**config.mk**
```make
export PLATFORM = sky130hd
export DESIGN_NAME = input_source_mux
export DESIGN_NICKNAME = d
export VERILOG_FILES = /design/src/rtl/input_sel_pkg.sv /design/src/rtl/key_debounce.sv /design/src/rtl/input_source_mux.sv
export SDC_FILE = /design/constraint.sdc
export NUM_CORES = 1
export LEC_CHECK = 0
export BUFFER_PORTS_ARGS = -buffer_cell sky130_fd_sc_hd__buf_2
export CORE_UTILIZATION = 61
export DETAILED_ROUTE_END_ITERATION = 6
export GPL_ROUTABILITY_DRIVEN = 0
export HOLD_SLACK_MARGIN = 0.1
export PLACE_DENSITY = 0.86
export REMOVE_ABC_BUFFERS = 1
export SYNTH_ARGS = -nofsm -noshare
export SYNTH_HDL_FRONTEND = slang
export SYNTH_HIERARCHICAL = 1
export SYNTH_SLANG_ARGS = --single-unit
```
**constraint.sdc**
```tcl
create_clock -name clk -period 2.1 [get_ports clk]
set_input_delay 0.525 -clock clk [delete_from_list [all_inputs] [get_ports clk]]
set_output_delay 0.525 -clock clk [all_outputs]
set_load 0.01 [all_outputs]
```
**src/rtl/input_sel_pkg.sv**
```systemverilog
// Shared defaults and helpers for the input-source selector and its key debouncers.
package input_sel_pkg;

  localparam int DEF_WIDTH = 16;
  localparam int DEF_SYNC  = 2;
  localparam int DEF_DB    = 1000;

  // Counter must hold values up to DB_CYCLES-1; sized from DB_CYCLES+1 to stay >= 1 bit.
  function automatic int db_cnt_width(input int db_cycles);
    return (db_cycles < 1) ? 1 : $clog2(db_cycles + 1);
  endfunction

endpackage

```
**src/rtl/key_debounce.sv**
```systemverilog
// One key channel: multi-flop synchroniser followed by a restart-on-bounce debounce counter.
module key_debounce
  import input_sel_pkg::*;
#(
  parameter int SYNC_STAGES = DEF_SYNC,
  parameter int DB_CYCLES   = DEF_DB
) (
  input  logic clk,
  input  logic rst_n,
  input  logic i_key,
  output logic o_db,
  output logic o_idle
);

  localparam int              CW       = db_cnt_width(DB_CYCLES);
  localparam logic [CW-1:0]   CNT_LAST = CW'(DB_CYCLES - 1);

  logic [SYNC_STAGES-1:0] r_sync;
  logic [CW-1:0]          r_cnt;
  logic                   r_db;
  logic                   w_ks;

  assign w_ks = r_sync[SYNC_STAGES-1];

  always_ff @(posedge clk or negedge rst_n) begin
    if (!rst_n) begin
      r_sync <= '0;
    end else begin
      r_sync <= {r_sync[SYNC_STAGES-2:0], i_key};
    end
  end

  // Any return of ks to db drops the count, so only an unbroken run is accepted.
  always_ff @(posedge clk or negedge rst_n) begin
    if (!rst_n) begin
      r_cnt <= '0;
      r_db  <= 1'b0;
    end else if (w_ks == r_db) begin
      r_cnt <= '0;
    end else if (r_cnt == CNT_LAST) begin
      r_db  <= w_ks;
      r_cnt <= '0;
    end else begin
      r_cnt <= r_cnt + 1'b1;
    end
  end

  assign o_db   = r_db;
  assign o_idle = (r_cnt == '0);

endmodule

```
**src/rtl/input_source_mux.sv**
```systemverilog
// Per-channel key/logic source select with registered output and switch-qualified edge pulses.
module input_source_mux
  import input_sel_pkg::*;
#(
  parameter int WIDTH       = DEF_WIDTH,
  parameter int SYNC_STAGES = DEF_SYNC,
  parameter int DB_CYCLES   = DEF_DB
) (
  input  logic             clk,
  input  logic             rst_n,
  input  logic             en_key,
  input  logic [WIDTH-1:0] key_mask,
  input  logic [WIDTH-1:0] key_in,
  input  logic [WIDTH-1:0] logic_in,
  output logic [WIDTH-1:0] rea_input,
  output logic [WIDTH-1:0] rise,
  output logic [WIDTH-1:0] fall,
  output logic             key_stable
);

  logic [WIDTH-1:0] w_db;
  logic [WIDTH-1:0] w_idle;
  logic [WIDTH-1:0] w_sel;
  logic [WIDTH-1:0] w_next;
  logic [WIDTH-1:0] w_chg;

  logic [WIDTH-1:0] r_sel_q;
  logic [WIDTH-1:0] r_rea;
  logic [WIDTH-1:0] r_rise;
  logic [WIDTH-1:0] r_fall;
  logic             r_key_stable;

  // Debouncers run regardless of select so a switch to key sees a settled value.
  generate
    for (genvar gi = 0; gi < WIDTH; gi++) begin : g_key
      key_debounce #(
        .SYNC_STAGES (SYNC_STAGES),
        .DB_CYCLES   (DB_CYCLES)
      ) u_key_debounce (
        .clk    (clk),
        .rst_n  (rst_n),
        .i_key  (key_in[gi]),
        .o_db   (w_db[gi]),
        .o_idle (w_idle[gi])
      );
    end
  endgenerate

  assign w_sel  = {WIDTH{en_key}} & key_mask;
  assign w_next = (w_sel & w_db) | (~w_sel & logic_in);
  assign w_chg  = w_sel ^ r_sel_q;

  always_ff @(posedge clk or negedge rst_n) begin
    if (!rst_n) begin
      r_sel_q      <= '0;
      r_rea        <= '0;
      r_rise       <= '0;
      r_fall       <= '0;
      r_key_stable <= 1'b1;
    end else begin
      r_sel_q      <= w_sel;
      r_rea        <= w_next;
      r_rise       <= w_next & ~r_rea & ~w_chg;
      r_fall       <= ~w_next & r_rea & ~w_chg;
      r_key_stable <= &w_idle;
    end
  end

  assign rea_input  = r_rea;
  assign rise       = r_rise;
  assign fall       = r_fall;
  assign key_stable = r_key_stable;

endmodule

```
==> impl_results.md <==
- Crit-path max cell delay: 420 ps
- Clk_skew: 9.589 ps
- Hold Crit Class: primary input to flip-flop
- Initial drt markers: 805
- Clk buf depth: 3
- First-pass GRT wire length: 46,910 microns
- Commonest non-fill, non-tap cell in the layout: dfrtp_1
- # DRC: 0
- Placed cells: 1,592
- Status: finished, final reports clean
- Complex-gate fraction of the synthesized area: 12.74%
- Final Hold Viols: 0
- First-pass detailed-route iteration total: 5
- Mux contribution to synthesized area: 2.782%
- Slew Viols, Final: 0
- Total congestion overflow: 0
- Most frequent cells in the layout: dfrtp_1, nor2_1, buf_2
- FF-to-FF setup slack: 110 ps
- Unrepaired setup endpoints after global routing: false
- Initial antenna violation count: 0
- Hpwl dp: 18,090 microns
- Vias in the first global route: 9,848
- Synth unique cells: 37
- Static Leakage: 6.661 nW
- Mean Syn Cell Area: 10.86 sq um
- Syn. warnings: 6
- DR vias/cell: 6.011
- Flop and latch count out of synthesis: 273
- Worst Tran Pin Value: 606.8 ps
- Crit path required time: 2550 ps
- Total GRT Usage: 25.28%
- Critical path arrival: 2440 ps
- Sequential share of the synthesized area: 50.64%
- Diodes inserted: 0
- PwrDens: 784.4 nW/um^2
- Final period utilization: 94.82%
- Delay-heaviest family, CP: simple AND/OR/NAND/NOR gates
- Minimum clock period: 1991 ps
- Synth Area in Adders: 2.967%
- Clock Latency Late Sink: 540 ps
- Largest net degree at the start of global routing: 62
- Initial Utilization: 62.02%
- Worst slew margin: 59.41%
- Clock slew at reported path FFs: 60 ps
- Die height: 150.7 microns
- # setup viols final: 0
- Worst reg-to-reg path cell count: 7
- Syn Inst Count: 1,242
- CP Launch Type: flip-flop
- Proportion of layout cells with a drive suffix above 1: 20.94%
- Post-Layout Cell Count: 1,665
- TritonCTS buffer count: 30
- Critical-path maximum fanout: 4
- Worst r2r src: g_key[8].u_key_debounce/r_cnt[0]$_DFF_PN0_
- CTS root buf: clkbuf_16
- Fin nets: 1,444
- Setup Buffers After CTS: 0
- I/O pin cnt: 100
- Post-Syn Area: 13,490 sq um
- Setup TNS: 0 ps
- Core area: 21,760 sq um
- Worst Hold Path Cells: 2
- Vias: 10,010
- Worst path cell trace: inv_1, ha_1, nor4b_1, nand2_1, nor4_1, nand4_1, nor4_2
- Peak supply drop: 0.0007552 V
- Worst path bufs/invs: 1
- Die X: 150.7 microns
- Xor/xnor share of the synthesized area: 5.193%
- Fmax: 502.2 MHz
- Crit Reg-Reg Endpoint: key_stable$_DFF_PN1_
- Simple-Gate Fraction of Synth Area: 22.03%
- Detail Route Antenna Nets: 0
- H-tree depth: 1
- Row cnt: 54
- Hold_sp: logic_in[1]
- # clock sinks: 273
- Total power: 12.13 mW
- Largest family of logic cells by synthesized area: simple AND/OR/NAND/NOR gates
- CTS tree: yes
- Setup Crit Path Kind: flip-flop to flip-flop
- Max-Cap Viols: 0
- Routed wire length: 27,760 microns
- Setup crit end kind: flip-flop
- CP max-delay cell: dfrtp_1
- Wire length per cell: 16.67 microns
- Area growth, synth to finish: 14.59%
- Worst Hold End: rea_input[1]$_DFF_PN0_
- Port Buf Inserts: 99
- Die Area: 22,720 sq um
## routing by layer
metal | share of wire (%) | wire, microns | track usage (%)
met5 | 0 | 0 | 0
met4 | 2.2 | 617 | 7.400
met3 | 4.1 | 1128 | 2.879
met2 | 51 | 14080 | 44.22
met1 | 43 | 11940 | 33.06
## synthesized netlist by cell type
cell type | n | area (sq um)
o21ai_0 | 48 | 240.2
nor3_1 | 15 | 75.07
and2_0 | 1 | 6.260
or3_1 | 64 | 400.4
xor2_1 | 48 | 420.4
nand3_2 | 32 | 320.3
o21a_1 | 16 | 120.1
mux2_2 | 8 | 90.09
o311ai_1 | 16 | 140.1
a21oi_2 | 20 | 175.2
or4_4 | 16 | 180.2
nor4_1 | 33 | 206.5
nor4b_1 | 16 | 140.1
xnor2_1 | 32 | 280.3
nor2_1 | 111 | 416.7
dfrtp_1 | 272 | 6807
a31oi_1 | 16 | 100.1
nand4_1 | 21 | 131.4
o41ai_4 | 16 | 440.4
a211oi_1 | 1 | 7.510
nand2_1 | 95 | 356.6
buf_8 | 3 | 45.04
nand4_2 | 16 | 200.2
ha_1 | 32 | 400.4
nand3b_1 | 1 | 7.510
and2_4 | 14 | 122.6
dfstp_2 | 1 | 26.28
nand3_1 | 78 | 390.4
nor3b_1 | 1 | 7.510
mux2_4 | 4 | 60.06
buf_4 | 32 | 240.2
mux2_1 | 20 | 225.2
inv_1 | 49 | 183.9
o31ai_1 | 16 | 120.1
buf_6 | 2 | 22.52
a21oi_1 | 75 | 375.4
nand2_4 | 1 | 11.26
## flip-flops by register name (all words and copies together), names as in the netlist
| name | count |
|---|---|
| g_key.u_key_debounce/r_cnt | 160 |
| rea_input | 16 |
| r_sel_q | 16 |
| fall | 16 |
| key_stable | 1 |
| g_key.u_key_debounce/o_db | 16 |
| rise | 16 |
| g_key.u_key_debounce/r_sync | 32 |
## how the worst max path moves through the flow
stage | slack (ps) | cells past startpoint | end | start
after floorplan | 590 | 4 | g_key[0].u_key_debounce/o_db$_DFFE_PN0P_ | g_key[0].u_key_debounce/r_cnt[0]$_DFF_PN0_
after global placement | 210 | 7 | key_stable$_DFF_PN1_ | g_key[5].u_key_debounce/r_cnt[0]$_DFF_PN0_
after detailed placement | 110 | 7 | key_stable$_DFF_PN1_ | g_key[5].u_key_debounce/r_cnt[0]$_DFF_PN0_
after CTS | 70 | 7 | key_stable$_DFF_PN1_ | g_key[5].u_key_debounce/r_cnt[0]$_DFF_PN0_
after global routing | 30 | 7 | key_stable$_DFF_PN1_ | g_key[8].u_key_debounce/r_cnt[0]$_DFF_PN0_
final | 110 | 7 | key_stable$_DFF_PN1_ | g_key[8].u_key_debounce/r_cnt[0]$_DFF_PN0_
## through the flow
step           setup WS [ps]  area, sq um  util [%]  hold slack [ps]
2_1_floorplan          591.8        13190         -            229.4
3_3_place_gp           209.3        14180     65.16            332.6
3_5_place_dp           111.9        14180     65.16            334.7
4_1_cts                68.38        15440     70.98            213.0
5_1_grt                25.92        15460     71.07            230.0
6_report               108.8        15460     71.07            232.9
## power by group
group | total [mW] | internal [mW] | switching, mW | leakage, nW
sequential | 5.61 | 5.44 | 0.176 | 3.63
clock | 5.64 | 3.56 | 2.07 | 0.546
combinational | 0.880 | 0.381 | 0.498 | 2.48
## worst register-to-register path, stage by stage, from the launching register on
cell	delay (ps)
dfrtp_1	420
inv_1	80
ha_1	140
nor4b_1	250
nand2_1	110
nor4_1	260
nand4_1	290
nor4_2	360
## timing repair
action,CTS,global route
setup endpoints to repair,0,1
gates resized for setup,0,3
hold buffers,17,0
hold endpoints to repair,70,0
## layout make-up
class	instances	area, sq um
well taps	280	350.3
inverters	49	183.9
clock inverters	10	153.9
fillers	1505	6295
flip-flops and latches	273	6833
repair buffers	124	810.8
multi-input cells	883	6187
clock buffers	46	942.2
## kinds of logic after synthesis
family | Yosys count
AND/OR/NAND/NOR | 515
flip-flops | 273
AO/OA/AOI/OAI | 224
buffers and inverters | 86
XOR/XNOR | 80
multiplexers | 32
adder cells (fa/ha/maj) | 32
Note: power is estimated with default switching activity, not from simulation.
